`src/rtl/wash_pkg.sv`:
```
// rtl/wash_pkg.sv - shared phase encoding, duration table and wash-count clamp
// Purpose: types and helpers used by wash_sequencer and wash_phase_timer.
//   phase_t   : 3-bit phase/state encoding, also driven out on the phase port
//   dur_tbl_t : per-phase cycle counts, filled from the top-level parameters
//   dur_of    : duration of a phase (0 for IDLE); caller narrows to CNT_W
//   clamp_wc  : forces a requested wash count into 1..max_w
package wash_pkg;

  typedef enum logic [2:0] {
    PH_IDLE  = 3'd0,
    PH_FILL  = 3'd1,
    PH_WASH  = 3'd2,
    PH_RINSE = 3'd3,
    PH_SPIN  = 3'd4,
    PH_DRY   = 3'd5,
    PH_STEAM = 3'd6,
    PH_DRAIN = 3'd7
  } phase_t;

  typedef struct packed {
    logic [31:0] fill;
    logic [31:0] wash;
    logic [31:0] rinse;
    logic [31:0] spin;
    logic [31:0] dry;
    logic [31:0] steam;
    logic [31:0] drain;
  } dur_tbl_t;

  function automatic logic [31:0] dur_of(input phase_t ph, input dur_tbl_t tbl);
    case (ph)
      PH_FILL:  dur_of = tbl.fill;
      PH_WASH:  dur_of = tbl.wash;
      PH_RINSE: dur_of = tbl.rinse;
      PH_SPIN:  dur_of = tbl.spin;
      PH_DRY:   dur_of = tbl.dry;
      PH_STEAM: dur_of = tbl.steam;
      PH_DRAIN: dur_of = tbl.drain;
      default:  dur_of = 32'd0;
    endcase
  endfunction

  function automatic logic [31:0] clamp_wc(input logic [31:0] req, input logic [31:0] max_w);
    if (req == 32'd0)
      clamp_wc = 32'd1;
    else if (req > max_w)
      clamp_wc = max_w;
    else
      clamp_wc = req;
  endfunction

endpackage

```
`src/rtl/wash_phase_timer.sv`:
```
// rtl/wash_phase_timer.sv - per-phase cycle timer with pause and end detect
// Purpose: counts cycles spent in the current phase.
// Ports:
//   clk, rst_n   : clock, asynchronous active-low reset
//   load_i       : phase entry; timer restarts at 0 on this edge
//   en_i         : a timed phase is active (low in IDLE)
//   pause_i      : freezes the timer and suppresses end_o
//   dur_i        : duration of the current phase in cycles
//   end_o        : this edge ends the phase (timer at dur-1, not paused)
//   time_left_o  : dur-1-timer while enabled, 0 otherwise
module wash_phase_timer #(
  parameter int CNT_W = 8
) (
  input  logic             clk,
  input  logic             rst_n,
  input  logic             load_i,
  input  logic             en_i,
  input  logic             pause_i,
  input  logic [CNT_W-1:0] dur_i,
  output logic             end_o,
  output logic [CNT_W-1:0] time_left_o
);

  logic [CNT_W-1:0] timer_q, timer_d;

  always_comb begin
    timer_d = timer_q;
    if (load_i)
      timer_d = '0;
    else if (en_i && !pause_i)
      timer_d = timer_q + 1'b1;
  end

  always_ff @(posedge clk or negedge rst_n) begin
    if (!rst_n)
      timer_q <= '0;
    else
      timer_q <= timer_d;
  end

  // Pause outranks the end condition so a paused phase holds at its last cycle.
  assign end_o       = en_i && !pause_i && (timer_q == dur_i - 1'b1);
  assign time_left_o = en_i ? (dur_i - 1'b1 - timer_q) : '0;

endmodule

```
`src/rtl/wash_sequencer.sv`:
```
// rtl/wash_sequencer.sv - washer program sequencer (FILL, N x WASH/RINSE, SPIN, DRY / STEAM)
// Purpose: phase FSM plus wash counter between the front-panel decoder and the
//   motor/valve drivers.
// Ports:
//   clk, rst_n              : clock, asynchronous active-low reset
//   start                   : level, sampled in IDLE only
//   wash_count, dry_en,
//   steam_mode              : program configuration, latched on start
//   pause                   : freezes the phase timer
//   abort                   : ends the program (via DRAIN for wet phases)
//   done / busy             : in IDLE / not in IDLE
//   phase                   : current phase encoding
//   wash_idx                : 1-based wash number in WASH/RINSE, else 0
//   time_left               : remaining cycles in the current phase
//   cycle_done              : one-cycle pulse on normal program completion
module wash_sequencer
  import wash_pkg::*;
#(
  parameter int CNT_W      = 8,
  parameter int FILL_CYC   = 10,
  parameter int WASH_CYC   = 50,
  parameter int RINSE_CYC  = 50,
  parameter int SPIN_CYC   = 20,
  parameter int DRY_CYC    = 60,
  parameter int STEAM_CYC  = 60,
  parameter int DRAIN_CYC  = 15,
  parameter int MAX_WASHES = 3,
  parameter int WC_W       = 2
) (
  input  logic             clk,
  input  logic             rst_n,
  input  logic             start,
  input  logic [WC_W-1:0]  wash_count,
  input  logic             dry_en,
  input  logic             steam_mode,
  input  logic             pause,
  input  logic             abort,
  output logic             done,
  output logic             busy,
  output logic [2:0]       phase,
  output logic [WC_W-1:0]  wash_idx,
  output logic [CNT_W-1:0] time_left,
  output logic             cycle_done
);

  localparam dur_tbl_t DURS = '{
    fill:  32'(FILL_CYC),  wash:  32'(WASH_CYC), rinse: 32'(RINSE_CYC),
    spin:  32'(SPIN_CYC),  dry:   32'(DRY_CYC),  steam: 32'(STEAM_CYC),
    drain: 32'(DRAIN_CYC)
  };

  phase_t           state_q, state_d;
  logic [WC_W-1:0]  wash_idx_q, wash_idx_d;
  logic [WC_W-1:0]  wc_q, wc_d;
  logic             dry_q, dry_d;
  logic             cycle_done_q, cycle_done_d;
  logic [CNT_W-1:0] dur;
  logic             ph_end;

  assign dur = CNT_W'(dur_of(state_q, DURS));

  // Every transition is to a different state, so a state change marks entry.
  wash_phase_timer #(.CNT_W(CNT_W)) u_timer (
    .clk         (clk),
    .rst_n       (rst_n),
    .load_i      (state_d != state_q),
    .en_i        (state_q != PH_IDLE),
    .pause_i     (pause),
    .dur_i       (dur),
    .end_o       (ph_end),
    .time_left_o (time_left)
  );

  always_comb begin
    state_d      = state_q;
    wash_idx_d   = wash_idx_q;
    wc_d         = wc_q;
    dry_d        = dry_q;
    cycle_done_d = 1'b0;
    case (state_q)
      PH_IDLE: begin
        if (start) begin
          wc_d    = WC_W'(clamp_wc(32'(wash_count), 32'(MAX_WASHES)));
          dry_d   = dry_en;
          state_d = steam_mode ? PH_STEAM : PH_FILL;
        end
      end
      PH_FILL, PH_WASH, PH_RINSE, PH_SPIN: begin
        if (abort) begin
          state_d    = PH_DRAIN;
          wash_idx_d = '0;
        end else if (ph_end) begin
          case (state_q)
            PH_FILL: begin
              state_d    = PH_WASH;
              wash_idx_d = WC_W'(1);
            end
            PH_WASH: state_d = PH_RINSE;
            PH_RINSE: begin
              if (wash_idx_q < wc_q) begin
                state_d    = PH_WASH;
                wash_idx_d = wash_idx_q + 1'b1;
              end else begin
                state_d    = PH_SPIN;
                wash_idx_d = '0;
              end
            end
            default: begin
              state_d      = dry_q ? PH_DRY : PH_IDLE;
              cycle_done_d = !dry_q;
            end
          endcase
        end
      end
      PH_DRY, PH_STEAM: begin
        // No water to drain here, so abort returns straight to IDLE.
        if (abort) begin
          state_d = PH_IDLE;
        end else if (ph_end) begin
          state_d      = PH_IDLE;
          cycle_done_d = 1'b1;
        end
      end
      default: begin
        if (ph_end)
          state_d = PH_IDLE;
      end
    endcase
  end

  always_ff @(posedge clk or negedge rst_n) begin
    if (!rst_n) begin
      state_q      <= PH_IDLE;
      wash_idx_q   <= '0;
      wc_q         <= '0;
      dry_q        <= 1'b0;
      cycle_done_q <= 1'b0;
    end else begin
      state_q      <= state_d;
      wash_idx_q   <= wash_idx_d;
      wc_q         <= wc_d;
      dry_q        <= dry_d;
      cycle_done_q <= cycle_done_d;
    end
  end

  assign phase      = state_q;
  assign done       = (state_q == PH_IDLE);
  assign busy       = ~done;
  assign wash_idx   = wash_idx_q;
  assign cycle_done = cycle_done_q;

endmodule

```
`config.mk`:
```
export PLATFORM = sky130hd
export DESIGN_NAME = wash_sequencer
export DESIGN_NICKNAME = d
export VERILOG_FILES = /design/src/rtl/wash_pkg.sv /design/src/rtl/wash_phase_timer.sv /design/src/rtl/wash_sequencer.sv
export SDC_FILE = /design/constraint.sdc
export NUM_CORES = 1
export LEC_CHECK = 0
export ABC_AREA = 1
export CAP_MARGIN = 20
export CORE_ASPECT_RATIO = 0.7
export CORE_UTILIZATION = 48
export CTS_CLUSTER_SIZE = 20
export DETAILED_ROUTE_END_ITERATION = 10
export PLACE_DENSITY_LB_ADDON = 0.15
export SLEW_MARGIN = 15
export SYNTH_ARGS = -nofsm -noshare
export SYNTH_HDL_FRONTEND = slang
export SYNTH_SLANG_ARGS = --single-unit
```
`constraint.sdc`:
```
create_clock -name clk -period 2.9 [get_ports clk]
set_input_delay 0.58 -clock clk [delete_from_list [all_inputs] [get_ports clk]]
set_output_delay 0.58 -clock clk [all_outputs]
set_load 0.01 [all_outputs]
```
==> results.yml <==
global_routing:
  grt_antenna_before_repair: 0
  grt_pass1_vias: 1474
  grt_pass1_wl_um: 6670
  grt_usage: 0.251
  overflow: 0
  grt_max_degree: 18
yosys:
  ys_seq_area_frac: 0.279
  yosysWarnings: 0
  synth-main-ff-cell: "dfrtp_1"
  synth_cells: 225
  syn_nets: 245
  async_flop_share: 1.00
  synth_edf_count: 0
  ys_seq_elements: 17
  synthTopCellsByArea: "dfrtp_1, nand2_1, inv_1"
  netlist_area_um2: 1530
  yosysMostFrequentCell: "nand2_1"
  avgSynthCellArea_um2: 6.78
  netlist.area_leader.share: 0.279
  yosysUniqueCellTypes: 27
  synth_common_cells: "nand2_1, inv_1, nor2_1, dfrtp_1, o21ai_0"
  synth_top_cell_by_area: "dfrtp_1"
pwr:
  p_switching_mw: 1.51
  power_leakage_nw: 1.14
  power_density_nw_per_um2: 1400
  p_sw_frac: 0.478
  clock_power_share: 0.054
  p_int_mw: 1.64
  comb_power_share: 0.831
  seqPwrFrac: 0.115
  vdd.ir_drop.worst_v: 0.000707
cts:
  clk_latency_ps: 250
  clock_sinks: 17
  cts.reportedPaths.clkPinSlew_ps: 60
  cts_buffers: 3
  htree_levels: 1
  cts-root-buf: "clkbuf_8"
  cts_buffer_depth: 2
  cts_tree: "built"
critical_path:
  start_kind: "flip-flop"
  slowest_stage: "dfrtp_1"
  critical-path-top-delay-family: "simple AND/OR/NAND/NOR gates"
  reg2reg_slack_ps: -150
  crit_buf_inv: 3
  cp-endpoint: "time_left[7]"
  rr_endpoint: "u_timer.timer_q[2]"
  crit_fanout: 4
  reg2regPathDepth: 24
  crit_path_start: "phase[1]"
  cp.arrival_ps: 2780
  crit_type: "reg2out"
  worst_ep_required_time_ps: 2320
  reg2reg_from: "phase[1]"
  cp-end-kind: "output pin"
  path_cells: "buf_6 > nand2_4 > nor2_4 > inv_2 > ha_4 > xor2_1 > ha_1 > a21oi_2 > nand2_1 > nand2_1 > nand2_1 > a21oi_2 > nor2_1 > nor2_1 > o21bai_1 > o21ai_1 > a21oi_2 > buf_2"
  path_depth: 18
  slowest_delay_ps: 380
status:
  status: "finished with violations"
  violations: "negative setup slack"
job:
  maxCapViolations: 0
die:
  core_um2: 2900
  rows: 16
  ioPinCount: 25
  initial_utilization: 0.526
  dieWidth_um: 69.4
  die-area_um2: 3410
  die_height_um: 49.2
timing:
  finalCritPeriodShare: 1.16
  worstMarginPinSlew_ps: 715
  relSlewSlack: 0.522
  final_hold_viol_count: 0
  whs_ps: 505
  min_period_ps: 3360
  drv_slew: 0
  fin_ws_ps: -464
  clock.fmax_mhz: 297
  setup_violations: 13
  rsz0062_at_grt: "true"
  skew_ps: 3.32
min_path:
  hold_depth: 1
  min_path_type: "reg2reg"
route:
  drc: 0
  ant_nets: 0
  routed_wl_um: 4210
  first_iter_violations: 143
  via_per_inst: 5.09
  routedWlPerCell_um: 13.0
  first_pass_iters: 4
  vias: 1648
final_layout:
  synthToLayoutAreaGrowth_pct: 47.0
  final_core_util: 0.773
  layout-drive-gt1-share: 0.326
  diodes: 0
  final_nets: 309
placed_design:
  io_buffer_count: 24
  globalplace.congestion: 0.883
  hpwl_um: 3070
final cells by class:
type                            count  area (µm²)
Tap cell                           36        45.0
Multi-Input combinational cell    168        1070
Sequential cell                    17         427
Clock buffer                        4        45.0
Timing Repair Buffer               60         508
Fill cell                         205         659
Inverter                           39         146
through the flow:
step / cell area [µm²] / TNS, ps / total power [mW] / instances / worst slack (ps)
5_1_grt: 2240 / -4520 / 3.40 / 324 / -650
6_report: 2240 / -2230 / 3.15 / 324 / -464
4_1_cts: 2150 / -1890 / 2.86 / 325 / -402
2_1_floorplan: 1540 / -32.3 / 1.60 / 225 / -32.3
3_5_place_dp: 2040 / -1440 / 2.60 / 314 / -468
3_3_place_gp: 2040 / -1090 / 2.58 / 314 / -390
power by group through the flow:
stage	combinational [mW]	clock (mW)	sequential [mW]
2_1_floorplan	1.22	0	0.375
3_3_place_gp	2.22	0	0.360
3_5_place_dp	2.24	0	0.361
4_1_cts	2.33	0.176	0.354
5_1_grt	2.84	0.187	0.370
6_report	2.62	0.169	0.362
worst min path at each step:
stage | start | end
detailed placement | wc_q[0] | wc_q[0]
global placement | wc_q[0] | wc_q[0]
global route | wc_q[0] | wc_q[0]
floorplan | rst_n | cycle_done
CTS | wc_q[0] | wc_q[0]
finish | wc_q[0] | wc_q[0]
cells by family after synthesis:
group | after synthesis | share of synthesized area
flops | 17 | 0.279
simple gates | 113 | 0.340
compound gates | 35 | 0.134
buf+inv | 40 | 0.101
fa+ha+maj | 11 | 0.0951
xor+xnor | 9 | 0.0516
repair_timing:
| action | 4_1_cts | 5_1_grt |
|---|---|---|
| gates resized for setup | 38 | 33 |
| setup endpoints to repair | 12 | 16 |
| buffers inserted | 7 | 5 |
| hold buffers | 0 | 0 |
| pin swaps | 12 | 26 |
metal layers:
layer | GRT usage | routed length, µm
met5 | 0 | 0
met4 | 0.0850 | 67
met3 | 0.0372 | 263
met2 | 0.362 | 1820
met1 | 0.381 | 2050
placed cells by master, fill, tap and decap left out, drive strengths merged, types with 5 or more instances in the layout:
cell type / instances
a21oi: 16
buf: 41
clkbuf: 5
clkdlybuf4s50: 17
dfrtp: 17
ha: 10
inv: 39
nand2: 55
nand3: 12
nand4: 5
nor2: 38
o21ai: 14
xor2: 9
sequential cells by signal (all words and copies together), names as in the netlist:
| name | cells |
|---|---|
| phase | 3 |
| cycle_done | 1 |
| u_timer.timer_q | 8 |
| wash_idx | 2 |
| wc_q | 2 |
| dry_q | 1 |
No activity file was read; power rests on OpenSTA's default activity.
